**src/rtl/uart_rx.sv**
```systemverilog
// rtl/uart_rx.sv - 16x oversampling UART receiver with one-entry valid/ready holding register
// Optional parity stage compiled in with UART_RX_PARITY_EN.
module uart_rx #(
  parameter int DBIT       = 8,
  parameter int OVS        = 16,
  parameter int PARITY_ODD = 0
) (
  input  logic            clk,
  input  logic            reset_n,
  input  logic            s_tick,
  input  logic            rx,
  output logic [DBIT-1:0] rx_data,
  output logic            rx_valid,
  input  logic            rx_ready,
  output logic            frame_err,
  output logic            parity_err,
  output logic            overrun
);

  localparam int CW = $clog2(OVS);
  localparam int BW = $clog2(DBIT + 1);

  localparam logic [2:0] S_IDLE   = 3'd0;
  localparam logic [2:0] S_START  = 3'd1;
  localparam logic [2:0] S_DATA   = 3'd2;
`ifdef UART_RX_PARITY_EN
  localparam logic [2:0] S_PARITY = 3'd3;
  localparam logic       ODD      = (PARITY_ODD != 0);
`endif
  localparam logic [2:0] S_STOP   = 3'd4;

  logic            rx_meta_q, rx_s_q;
  logic [2:0]      state_q, state_d;
  logic [CW-1:0]   tick_q, tick_d;
  logic [BW-1:0]   bit_q, bit_d;
  logic [DBIT-1:0] sh_q, sh_d;
  logic [DBIT-1:0] data_q, data_d;
  logic            valid_q, valid_d;
  logic            fe_q, fe_d;
  logic            ovr_q, ovr_d;
  logic            byte_done;
  logic            mid_bit, end_bit;
`ifdef UART_RX_PARITY_EN
  logic            par_q, par_d;
  logic            pe_q, pe_d;
`else
  logic            unused_cfg;
  assign unused_cfg = ^PARITY_ODD;
`endif

  assign mid_bit = (tick_q == CW'(OVS/2 - 1));
  assign end_bit = (tick_q == CW'(OVS - 1));

  always_comb begin
    state_d   = state_q;
    tick_d    = tick_q;
    bit_d     = bit_q;
    sh_d      = sh_q;
    byte_done = 1'b0;
`ifdef UART_RX_PARITY_EN
    par_d     = par_q;
`endif
    case (state_q)
      S_IDLE: begin
        if (!rx_s_q) begin
          state_d = S_START;
          tick_d  = '0;
          bit_d   = '0;
        end
      end
      S_START: begin
        if (s_tick) begin
          if (mid_bit) begin
            tick_d  = '0;
            state_d = rx_s_q ? S_IDLE : S_DATA;
          end else begin
            tick_d = tick_q + CW'(1);
          end
        end
      end
      S_DATA: begin
        if (s_tick) begin
          if (end_bit) begin
            sh_d   = {rx_s_q, sh_q[DBIT-1:1]};
            tick_d = '0;
            bit_d  = bit_q + BW'(1);
            if (bit_q == BW'(DBIT - 1)) begin
`ifdef UART_RX_PARITY_EN
              state_d = S_PARITY;
`else
              state_d = S_STOP;
`endif
            end
          end else begin
            tick_d = tick_q + CW'(1);
          end
        end
      end
`ifdef UART_RX_PARITY_EN
      S_PARITY: begin
        if (s_tick) begin
          if (end_bit) begin
            par_d   = rx_s_q;
            tick_d  = '0;
            state_d = S_STOP;
          end else begin
            tick_d = tick_q + CW'(1);
          end
        end
      end
`endif
      S_STOP: begin
        if (s_tick) begin
          if (end_bit) begin
            // Returning to IDLE at mid stop bit lets a back-to-back start edge be caught.
            byte_done = 1'b1;
            state_d   = S_IDLE;
          end else begin
            tick_d = tick_q + CW'(1);
          end
        end
      end
      default: state_d = S_IDLE;
    endcase
  end

  always_comb begin
    data_d  = data_q;
    valid_d = valid_q;
    fe_d    = fe_q;
    ovr_d   = ovr_q;
`ifdef UART_RX_PARITY_EN
    pe_d    = pe_q;
`endif
    if (byte_done) begin
      if (!valid_q || rx_ready) begin
        data_d  = sh_q;
        fe_d    = ~rx_s_q;
        valid_d = 1'b1;
        ovr_d   = 1'b0;
`ifdef UART_RX_PARITY_EN
        pe_d    = ((^sh_q) ^ par_q) != ODD;
`endif
      end else begin
        ovr_d = 1'b1;
      end
    end else if (valid_q && rx_ready) begin
      valid_d = 1'b0;
      ovr_d   = 1'b0;
    end
  end

  always_ff @(posedge clk or negedge reset_n) begin
    if (!reset_n) begin
      rx_meta_q <= 1'b1;
      rx_s_q    <= 1'b1;
      state_q   <= S_IDLE;
      tick_q    <= '0;
      bit_q     <= '0;
      sh_q      <= '0;
      data_q    <= '0;
      valid_q   <= 1'b0;
      fe_q      <= 1'b0;
      ovr_q     <= 1'b0;
`ifdef UART_RX_PARITY_EN
      par_q     <= 1'b0;
      pe_q      <= 1'b0;
`endif
    end else begin
      rx_meta_q <= rx;
      rx_s_q    <= rx_meta_q;
      state_q   <= state_d;
      tick_q    <= tick_d;
      bit_q     <= bit_d;
      sh_q      <= sh_d;
      data_q    <= data_d;
      valid_q   <= valid_d;
      fe_q      <= fe_d;
      ovr_q     <= ovr_d;
`ifdef UART_RX_PARITY_EN
      par_q     <= par_d;
      pe_q      <= pe_d;
`endif
    end
  end

  assign rx_data   = data_q;
  assign rx_valid  = valid_q;
  assign frame_err = fe_q;
  assign overrun   = ovr_q;
`ifdef UART_RX_PARITY_EN
  assign parity_err = pe_q;
`else
  assign parity_err = 1'b0;
`endif

endmodule

```
**config.mk**
```make
export PLATFORM = sky130hd
export DESIGN_NAME = uart_rx
export DESIGN_NICKNAME = d
export VERILOG_FILES = /design/src/rtl/uart_rx.sv
export SDC_FILE = /design/constraint.sdc
export NUM_CORES = 1
export LEC_CHECK = 0
export ABC_CLOCK_PERIOD_IN_PS = 2100
export CORE_MARGIN = 4
export CORE_UTILIZATION = 55
export CTS_BUF_LIST = sky130_fd_sc_hd__clkbuf_8
export CTS_CLUSTER_SIZE = 20
export DETAILED_ROUTE_END_ITERATION = 12
export PLACE_DENSITY = 0.78
export SYNTH_ARGS = -nofsm -noshare
export SYNTH_HDL_FRONTEND = slang
export SYNTH_SLANG_ARGS = --single-unit
```
**constraint.sdc**
```tcl
create_clock -name clk -period 2.1 [get_ports clk]
set_clock_uncertainty 0.05 [all_clocks]
set_input_delay 0.315 -clock clk [delete_from_list [all_inputs] [get_ports clk]]
set_output_delay 0.315 -clock clk [all_outputs]
set_load 0.1 [all_outputs]
```
* Word-level counts from Yosys, hierarchy flattened
Index checks and enable logic that the tools add are counted.
W data, S select, Z words.
** Storage, ports and cells
- Bits in registers :: 32
- Bits in latches :: 0
- Bits in writable memories :: 0
- ROM bits :: 0
- Input bits :: 5
- Output and inout bits :: 12
- Word-level logic and storage cells :: 71
- Memories kept :: 0
** Cells by class
- $add $sub $neg :: 2
- Multipliers :: 0
- Divide/modulo/power cells :: 0
- $lt $le $gt $ge :: 0
- Eq/ne operators :: 16
- Shifts and indexed selects :: 0
- Multiplexer cells :: 29
- Bitwise gates (word level) :: 1
- Reductions and logical operators :: 13
** Operators by type and width (count)
- $mux W4 :: 9
- $mux W3 :: 8
- $ne A2 B2 Y1 const B :: 9
- $pmux W4 S4 :: 1
- $pmux W3 S4 :: 1
- $add A4 B1 Y4 const B :: 2
- $eq A4 B3 Y1 const B :: 2
- $mux W1 :: 8
- $pmux W4 S2 :: 1
- $reduce_and A8 Y1 :: 1
- $reduce_and A6 Y1 :: 1
- $eq A4 B4 Y1 const B :: 1
- $reduce_and A2 Y1 :: 2
- $reduce_and A4 Y1 :: 1
- $reduce_bool A2 Y1 :: 2
- $reduce_bool A4 Y1 :: 1
- $eq A3 B1 Y1 const B :: 1
- $eq A3 B2 Y1 const B :: 1
- $eq A3 B3 Y1 const B :: 1
- $logic_not A3 Y1 :: 1
- $reduce_and A3 Y1 :: 1
- $mux W2 :: 1
- $ne A2 B1 Y1 const B :: 1
- $logic_and A1 B1 Y1 :: 1
- 3 further kinds :: 3

* Longest topological paths before layout
Gate-level depths: netlist (run 1).
- Word-level depth :: 6
- Mapped depth :: 7
- Depth with buffers taken out :: 6

* Worst setup path after synthesis (run 1)
OpenSTA, ideal clock, no wires.
- Path type :: register to register
- From :: reg valid_q (netlist: rx_valid)
- To :: reg data_q[0] (netlist: rx_data[0])
- Setup time :: 0.128 ns
- Data arrival time :: 1.691 ns
- Required time :: 1.922 ns
- Slack :: 0.230 ns
- Cell stages (with the launch flop) :: 5
- Buffers on the path :: 1
- Period minus slack after synthesis :: 1.870 ns
- Cells stage by stage :: dfrtp_1 -> nand2b_1 -> nand2b_1 -> buf_2 -> mux2_1
** Between the ends
- Word-level cells in the longest chain between the ends :: 3
** Ends and longest elaborated chain
- from (decl) :: RTL line 38 : logic valid_q, valid_d;
- from (signal assigned) :: RTL line 177 : valid_q <= valid_d;
- $logic_not A1 Y1 :: RTL line 136 : if (!valid_q || rx_ready) begin
- $logic_or A1 B1 Y1 :: RTL line 136
- $reduce_and A2 Y1 (no line)
- to (signal assigned) :: RTL line 176 : data_q <= data_d;
- to (decl) :: RTL line 37 : logic [DBIT-1:0] data_q, data_d;
Every way passes these cells.
A chain may end at the register's enable or synchronous reset.

* Final worst setup path (run 1)
- From :: reg tick_q[0]
- To :: reg data_q[4] (netlist: rx_data[4])
** Between the ends
- Word-level cells in the longest chain between the ends :: 5
** Ends and longest elaborated chain
- from (decl) :: RTL line 34 : logic [CW-1:0] tick_q, tick_d;
- from (signal assigned) :: RTL line 173 : tick_q <= tick_d;
- $eq A4 B4 Y1 :: RTL line 52 : assign end_bit = (tick_q == CW'(OVS - 1));
- $mux W1 :: RTL line 114 : if (end_bit) begin
- $mux W1 :: RTL line 113 : if (s_tick) begin
- $mux W1 :: RTL line 63 : case (state_q)
- $reduce_and A2 Y1 (no line)
Every way passes these cells.

==> results of run 1 <==
==> cells in the final DEF (no fill, tap or decap), types with 2 or more instances in the layout <==
master and instances:
dfrtp_1 30, clkinv_2 2, mux2_2 9, clkdlybuf4s50_1 4, dfstp_2 2, o21ai_1 2, a21oi_1 5, buf_4 16
nand3_1 6, nand2b_1 2, mux2_1 8, nor3_1 3, mux2i_1 3, clkbuf_8 5, and3_1 2, mux2_4 2
nor2_1 4, a22o_1 2, ha_1 2, inv_1 6, nand4_1 2, nand2_1 9
==> final timing paths <==
check | endpoint | slack, ns | cells past startpoint
max | rx_data[4]$_DFFE_PN0P_ | 0.14 | 5
min | rx_s_q$_DFF_PN1_ | 0.31 | 0
max reg2reg | rx_data[4]$_DFFE_PN0P_ | 0.14 | 5
min reg2reg | rx_s_q$_DFF_PN1_ | 0.31 | 0
max in group asynchronous | rx_meta_q$_DFF_PN1_ | 1.31 | 2
min in group asynchronous | sh_q[2]$_DFFE_PN0P_ | 0.37 | 2
==> where the power goes <==
part / total, uW / switching (uW) / leakage, uW / internal, uW
Clock: 455 / 225 / 0.0000479 / 230
Combinational: 438 / 239 / 0.000390 / 198
Sequential: 736 / 76.9 / 0.000436 / 659
==> state kept, by name, summed over array words and instances, names as in the netlist <==
register   cells
sh_q           8
state_q        3
rx_s_q         1
rx_meta_q      1
tick_q         4
rx_data        8
frame_err      1
overrun        1
bit_q          4
rx_valid       1
==> worst reg2reg max path, delay by kind of cell (launching register included) <==
kind	cells	cell delay, ns
fa+ha+maj	1	0.25
flops	1	0.40
mux	1	0.38
simple gates	3	0.77
==> per-layer routing <==
metal / track usage / part of all wire / up-vias
li1: - / - / 481
met1: 0.2039 / 0.45 / 496
met2: 0.2593 / 0.48 / 21
met3: 0.06383 / 0.053 / 6
met4: 0.06646 / 0.017 / 0
met5: 0 / 0 / -
==> stage by stage <==
stage | total power, uW | instances | setup WS (ns) | util
finish | 1629 | 177 | 0.1426 | 0.6903
global route | 1705 | 177 | 0.04359 | 0.6903
CTS | 1637 | 177 | 0.02088 | 0.6893
detailed placement | 1183 | 169 | 0.05593 | 0.6549
global placement | 1160 | 169 | 0.09196 | 0.6549
floorplan | 1103 | 125 | 0.2303 | -
==> cell type report <==
| cell class | instances | area share |
|---|---|---|
| Clock buffer | 5 | 0.03917 |
| Sequential cell | 32 | 0.4573 |
| Timing Repair Buffer | 20 | 0.09117 |
| Inverter | 6 | 0.01282 |
| Clock inverter | 3 | 0.01068 |
| Multi-Input combinational cell | 81 | 0.3675 |
| Tap cell | 30 | 0.02137 |
==> logic make-up (layout without fill, tap and decap cells) <==
kind of cell / after synthesis / in the layout / synth area share
XOR/XNOR: 1 / 1 / 0.005810
other: 1 / 1 / 0.002487
adder cells (fa/ha/maj): 2 / 2 / 0.01659
buffers and inverters: 12 / 34 / 0.04066
flip-flops: 32 / 32 / 0.5328
AO/OA/AOI/OAI: 20 / 20 / 0.1021
multiplexers: 22 / 22 / 0.1668
AND/OR/NAND/NOR: 35 / 35 / 0.1328
==> flow_summary.json, run 1 <==
{
  "drc_errors": 0,
  "synth_seq_cells": 32,
  "drive_gt1_frac": 0.3129,
  "cp_slowest_cell": "dfrtp_1",
  "rows": 18,
  "finish.instance_area_sq_mm": 0.001757,
  "ioPinCount": 17,
  "cp.arrival_ns": 2.07,
  "synth_top_area_frac": 0.4979,
  "core-area_sq_mm": 0.002545,
  "netlist_instances": 125,
  "startpoint_type": "flop",
  "root_buffer": "clkbuf_8",
  "rsz0062_at_grt": "no",
  "grt_pass1_wl_microns": 4264,
  "syn_area_per_cell_sq_um": 12.06,
  "hold_viol": 0,
  "maxSlewViolCount": 0,
  "drv_cap": 0,
  "ys_warn_count": 0,
  "r2r-start": "tick_q[0]$_DFFE_PN0P_",
  "fin_crit_sh": 0.9321,
  "crit_path_max_fanout": 10,
  "nFillCells": 187,
  "synth_common_cells": "dfrtp_1, mux2_2, nand2_1",
  "fmax_ghz": 0.5109,
  "peakVddDrop_mv": 0.8747,
  "synth_ff_type": "dfrtp_1",
  "wl_per_cell_microns": 14.69,
  "cts_setup_buffers": 0,
  "hpwl_microns": 1830,
  "setup_viol": 0,
  "clockBufferDepth": 2,
  "hold_class": "flop to flop",
  "cts-resized-gates": 0,
  "critical_path.max_stage_delay_ns": 0.40,
  "gp_congestion": 0.7347,
  "crit_start": "tick_q[0]$_DFFE_PN0P_",
  "clock_latency_ns": 0.28,
  "cts.clk_slew.worst_paths_ns": 0.07,
  "setup_tns_ns": 0,
  "post-synth-top-count-cell": "dfrtp_1",
  "critPathTopFamily": "simple AND/OR/NAND/NOR gates",
  "synth_edf_count": 0,
  "drt_pass1_iterations": 4,
  "crit_type": "flop to flop",
  "ys_async_sr_fraction": 1.000,
  "viasPerCell": 5.672,
  "antenna_cells": 0,
  "grt_max_degree": 33,
  "leakagePower_uw": 0.0008738,
  "period_minus_slack_ns": 1.957,
  "hp-start": "rx_meta_q$_DFF_PN1_",
  "dieWidth_microns": 60.36,
  "drtIter0Drc": 30,
  "area_delta_synth_final_pct": 16.51,
  "power_density_mw_per_mm2": 927.4,
  "cts.htree.levels": 2,
  "register_area_sq_um": 803.3,
  "synth_top_cell_by_area": "dfrtp_1",
  "cp-end-kind": "flop",
  "via_count": 1004,
  "start_util": 0.5924,
  "final_nets": 153,
  "ys_seq_area_frac": 0.5328,
  "clock-sinks": 32,
  "synth_area_sq_mm": 0.001508,
  "detail-route-antenna-nets": 0,
  "hold_buffers": 0,
  "synth_nets": 132,
  "crit_chain": "ha_1 > and3_1 > nand4_1 > nand2b_2 > mux2_1",
  "grt_overflow": 0,
  "dpl_cell_area_sq_mm": 0.001667,
  "cts_buffers": 5,
  "chipHeight_microns": 60.36,
  "path_buf_inv": 0,
  "cp.required_ns": 2.21,
  "dieArea_sq_mm": 0.003643,
  "io_buffers": 15,
  "synth_cell_types": 40,
  "hold_ws_ns": 0.3076,
  "grt_use_total": 0.1645,
  "status": "finished, final reports clean",
  "antenna_found_initial": 0,
  "cts_tree": "yes",
  "ys_top_cells_by_area": "dfrtp_1, mux2_2, mux2_1",
  "wl_microns": 2601,
  "multiInputGateArea_sq_um": 645.6,
  "grt_pass1_vias": 930
}
Power figures use the tool's default switching activity.
==> run 2: changes to the inputs <==
- CORE_UTILIZATION: 55 -> 45
- PLACE_DENSITY: 0.78 -> 0.66
==> run 2 against run 1 <==
Global-route usage is 3.2 points lower. Wire length is 2.9% lower. Combinational power hardly changed. Critical path depth stayed put. Final area is 1.6% higher. Sequential power hardly changed. Final cell count is 8.5% higher.
==> flow_summary.json, run 2 (same netlist as run 1, synthesis figures left out) <==
{
  "status": "finished, final reports clean",
  "cts_buffers": 5,
  "final_common_cell": "dfrtp_1",
  "cts_tree": "yes",
  "core-area_sq_mm": 0.003128,
  "grt_use_total": 0.1329,
  "cp.arrival_ns": 2.10,
  "crit_type": "flop to flop",
  "dpl_cell_area_sq_mm": 0.001692,
  "cts_setup_buffers": 0,
  "cp-end-kind": "flop",
  "grt_overflow": 0,
  "placed_cells": 184,
  "start_util": 0.4820,
  "clockBufferDepth": 2,
  "drt_pass1_iterations": 4,
  "crit_start": "tick_q[0]$_DFFE_PN0P_",
  "clock-sinks": 32,
  "area_delta_synth_final_pct": 18.42,
  "rows": 20,
  "path_buf_inv": 0,
  "setup_tns_ns": 0,
  "critPathTopFamily": "simple AND/OR/NAND/NOR gates",
  "hold_buffers": 0,
  "cts.clk_slew.worst_paths_ns": 0.06,
  "root_buffer": "clkbuf_8",
  "viasPerCell": 5.182,
  "cp.required_ns": 2.21,
  "hold_viol": 0,
  "critical_path.max_stage_delay_ns": 0.41,
  "wl_per_cell_microns": 13.15,
  "rsz0062_at_grt": "no",
  "final_nets": 154,
  "antenna_found_initial": 0,
  "peakVddDrop_mv": 0.4105,
  "cts.htree.levels": 2,
  "detail-route-antenna-nets": 0,
  "grt_max_degree": 33,
  "clock_latency_ns": 0.28,
  "fin_crit_sh": 0.9470,
  "wl_microns": 2525,
  "ioPinCount": 17,
  "fmax_ghz": 0.5029,
  "io_buffers": 15,
  "grt_pass1_vias": 966,
  "setup_viol": 0,
  "chipHeight_microns": 65.88,
  "nFillCells": 278,
  "hold_class": "flop to flop",
  "leakagePower_uw": 0.0008808,
  "cp_slowest_cell": "nand2b_1",
  "crit_path_max_fanout": 10,
  "via_count": 995,
  "drc_errors": 0,
  "drive_gt1_frac": 0.3041,
  "finish.instance_area_sq_mm": 0.001785,
  "hold_ws_ns": 0.3069,
  "cts-resized-gates": 0,
  "power_density_mw_per_mm2": 924.9,
  "startpoint_type": "flop",
  "r2r-start": "tick_q[0]$_DFFE_PN0P_",
  "final_cell_mix": "dfrtp_1, buf_4, mux2_2, nand2_1, mux2_1",
  "hpwl_microns": 1828,
  "grt_pass1_wl_microns": 4284,
  "layout.cells.non_filler": 192,
  "hp-start": "rx_meta_q$_DFF_PN1_",
  "dieArea_sq_mm": 0.004340,
  "dieWidth_microns": 65.88,
  "drtIter0Drc": 59,
  "antenna_cells": 0,
  "period_minus_slack_ns": 1.989,
  "drv_cap": 0,
  "crit_chain": "ha_1 > and3_1 > nand4_1 > nand2b_1 > mux2_1",
  "gp_congestion": 0.8720,
  "utilization": 0.5708,
  "maxSlewViolCount": 0
}
==> run 2: layout make-up <==
class / count / area (sq um) / share of cell area
clock buffers: 6 / 82.58 / 0.04625
well taps: 44 / 55.05 / 0.03083
clock inverters: 2 / 11.26 / 0.006307
inverters: 6 / 22.52 / 0.01261
multi-input cells: 81 / 643.1 / 0.3602
flip-flops and latches: 32 / 803.3 / 0.4499
repair buffers: 21 / 167.7 / 0.09390
==> run 2: metal layers <==
metal  wire, microns  track usage
met1            1175       0.1668
met2            1172       0.1977
met3             116      0.03741
met4              60      0.08808
met5               0            0
==> run 2: worst paths after layout <==
path / to / slack [ns] / cells after the start
max: rx_data[5]$_DFFE_PN0P_ / 0.11 / 5
min: rx_s_q$_DFF_PN1_ / 0.31 / 0
max reg2reg: rx_data[5]$_DFFE_PN0P_ / 0.11 / 5
min reg2reg: rx_s_q$_DFF_PN1_ / 0.31 / 0
max in group asynchronous: rx_meta_q$_DFF_PN1_ / 1.31 / 2
min in group asynchronous: state_q[2]$_DFFE_PN0P_ / 0.37 / 2
==> run 2: power by group <==
part | total [uW] | internal (uW) | switching (uW)
Sequential | 737 | 659 | 77.5
Combinational | 436 | 204 | 232
Clock | 479 | 261 | 218
Total | 1650 | 1120 | 527
==> run 2: per-stage QoR <==
step	setup slack, ns	power, uW
6_report	0.1114	1651
5_1_grt	0.02301	1758
4_1_cts	0.05569	1676
3_5_place_dp	0.04961	1187
3_3_place_gp	0.08741	1175
2_1_floorplan	0.2303	1103
==> run 2: worst reg2reg max path, delay by kind of cell, from the launching register on <==
family / cells / cell delay, ns
DFF: 1 / 0.40
and+or+nand+nor: 3 / 0.82
muxes: 1 / 0.38
adders and majority gates: 1 / 0.22
==> run 3: changes to the inputs <==
- CORE_UTILIZATION: 45 -> 57
- PLACE_DENSITY: 0.66 -> 0.81
==> run 3 against run 2 <==
Final cell count down 7.8%. Core utilization increased by 14 points. First-iteration DRC count shrank 29%. Setup slack gained 0.062 ns. Via count rose by 0.70%. Flip-flop and latch count unchanged. Clock power is 17% higher. Register-to-register slack better by 0.06 ns. Critical path type unchanged.
==> flow_summary.json, run 3 (same netlist as run 1, synthesis figures left out) <==
{
  "hold_viol": 0,
  "p_sw_frac": 0.3090,
  "wl_microns": 2757,
  "grt_max_degree": 33,
  "setup_viol": 0,
  "drc_errors": 0,
  "dieWidth_microns": 59.43,
  "path_buf_inv": 1,
  "critPathTopFamily": "simple AND/OR/NAND/NOR gates",
  "detail-route-antenna-nets": 0,
  "hold_class": "flop to flop",
  "drive_gt1_frac": 0.3061,
  "power_uw": 1742,
  "grt_pass1_wl_microns": 4498,
  "final_cell_mix": "dfrtp_1, buf_4, mux2_2, nand2_1, mux2_1",
  "power_density_mw_per_mm2": 980.4,
  "crit_type": "flop to flop",
  "gp_congestion": 0.7416,
  "drv_cap": 0,
  "area_delta_synth_final_pct": 17.84,
  "peakVddDrop_mv": 0.7242,
  "p_int_uw": 1204,
  "clock-sinks": 32,
  "maxSlewViolCount": 0,
  "grt_overflow": 0,
  "drtIter0Drc": 42,
  "crit_chain": "nor3b_2 > and3_1 > buf_4 > nor2_1 > mux2_2",
  "antenna_cells": 0,
  "rows": 18,
  "clockBufferDepth": 2,
  "r2r_cells": 5,
  "multiInputGateArea_sq_um": 645.6,
  "dieArea_sq_mm": 0.003532,
  "cp.arrival_ns": 2.04,
  "period_minus_slack_ns": 1.927,
  "hold_buffers": 0,
  "power.switching_uw": 538.3,
  "cp-end-kind": "flop",
  "start_util": 0.6031,
  "clock_latency_ns": 0.28,
  "cts_buffers": 5,
  "final_common_cell": "dfrtp_1",
  "drt_pass1_iterations": 4,
  "p_seq_frac": 0.424,
  "rsz0062_at_grt": "no",
  "final_nets": 153,
  "chipHeight_microns": 59.43,
  "viasPerCell": 5.661,
  "grt_use_total": 0.1763,
  "cts.htree.levels": 2,
  "p_comb_frac": 0.253,
  "startpoint_type": "flop",
  "core-area_sq_mm": 0.002500,
  "pwr-share-clk": 0.323,
  "hpwl_microns": 1897,
  "wl_per_cell_microns": 15.58,
  "io_buffers": 15,
  "ioPinCount": 17,
  "cp.depth": 5,
  "setup_tns_ns": 0,
  "leakagePower_uw": 0.0008852,
  "root_buffer": "clkbuf_8",
  "antenna_found_initial": 0,
  "crit_path_max_fanout": 12,
  "nFillCells": 172,
  "cp.required_ns": 2.22,
  "status": "finished, final reports clean",
  "fin_crit_sh": 0.9177,
  "register_area_sq_um": 803.3,
  "regToRegSetupSlack_ns": 0.17,
  "critical_path.max_stage_delay_ns": 0.51,
  "cp_slowest_cell": "dfrtp_1",
  "fmax_ghz": 0.5189,
  "hold_path_depth": 0,
  "cts.clk_slew.worst_paths_ns": 0.06,
  "cts_tree": "yes",
  "grt_pass1_vias": 1021,
  "via_count": 1002
}
-- run 3: cell count changes in the layout (fill, tap and decap cells not counted) --
cell	before	now
buf_4	17	16
bufinv_16	0	1
clkbuf_8	6	5
clkinv_2	0	1
clkinvlp_4	1	0
nand2b_1	3	2
nand2b_2	0	1
-- run 3: what timing repair did --
| item | CTS | global route |
|---|---|---|
| endpoints found under the hold margin | 0 | 0 |
| gates resized for setup | 0 | 1 |
| endpoints found under the setup margin | 0 | 8 |
| setup buffers | 0 | 0 |
-- run 3: final timing paths --
path,to,from
worst max register to register,bit_q[0]$_DFFE_PN0P_,state_q[0]$_DFFE_PN0P_
max in group asynchronous,rx_s_q$_DFF_PN1_,reset_n
worst max-delay path,bit_q[0]$_DFFE_PN0P_,state_q[0]$_DFFE_PN0P_
worst min-delay path,rx_s_q$_DFF_PN1_,rx_meta_q$_DFF_PN1_
worst min register to register,rx_s_q$_DFF_PN1_,rx_meta_q$_DFF_PN1_
min in group asynchronous,bit_q[2]$_DFFE_PN0P_,reset_n
-- run 3: final cells by class --
type / instances / area share
Sequential cell: 32 / 0.4521
Timing Repair Buffer: 20 / 0.09014
Multi-Input combinational cell: 81 / 0.3634
Clock buffer: 5 / 0.03873
Clock inverter: 3 / 0.02183
Inverter: 6 / 0.01268
Tap cell: 30 / 0.02113
-- run 3: power by group through the flow --
stage	sequential, uW	clock, uW	combinational [uW]
2_1_floorplan	693	0	410
3_3_place_gp	743	0	415
3_5_place_dp	749	0	436
4_1_cts	738	575	442
5_1_grt	746	607	480
6_report	738	562	441
-- run 3: layer usage --
metal | track usage | part of all wire
met5 | 0 | 0
met2 | 0.2902 | 0.52
met4 | 0.07767 | 0.013
met3 | 0.06536 | 0.032
met1 | 0.2037 | 0.43
-- run 3: through the flow --
step	utilization	instances	area (sq um)	setup slack (ns)	hold slack, ns
6_report	0.7107	177	1777	0.1729	0.3075
5_1_grt	0.7107	177	1777	0.04437	0.3120
4_1_cts	0.7097	177	1774	0.06699	0.3096
3_5_place_dp	0.6667	169	1667	0.04097	0.3009
3_3_place_gp	0.6667	169	1667	0.09219	0.2973
2_1_floorplan	-	125	1508	0.2303	-0.03059
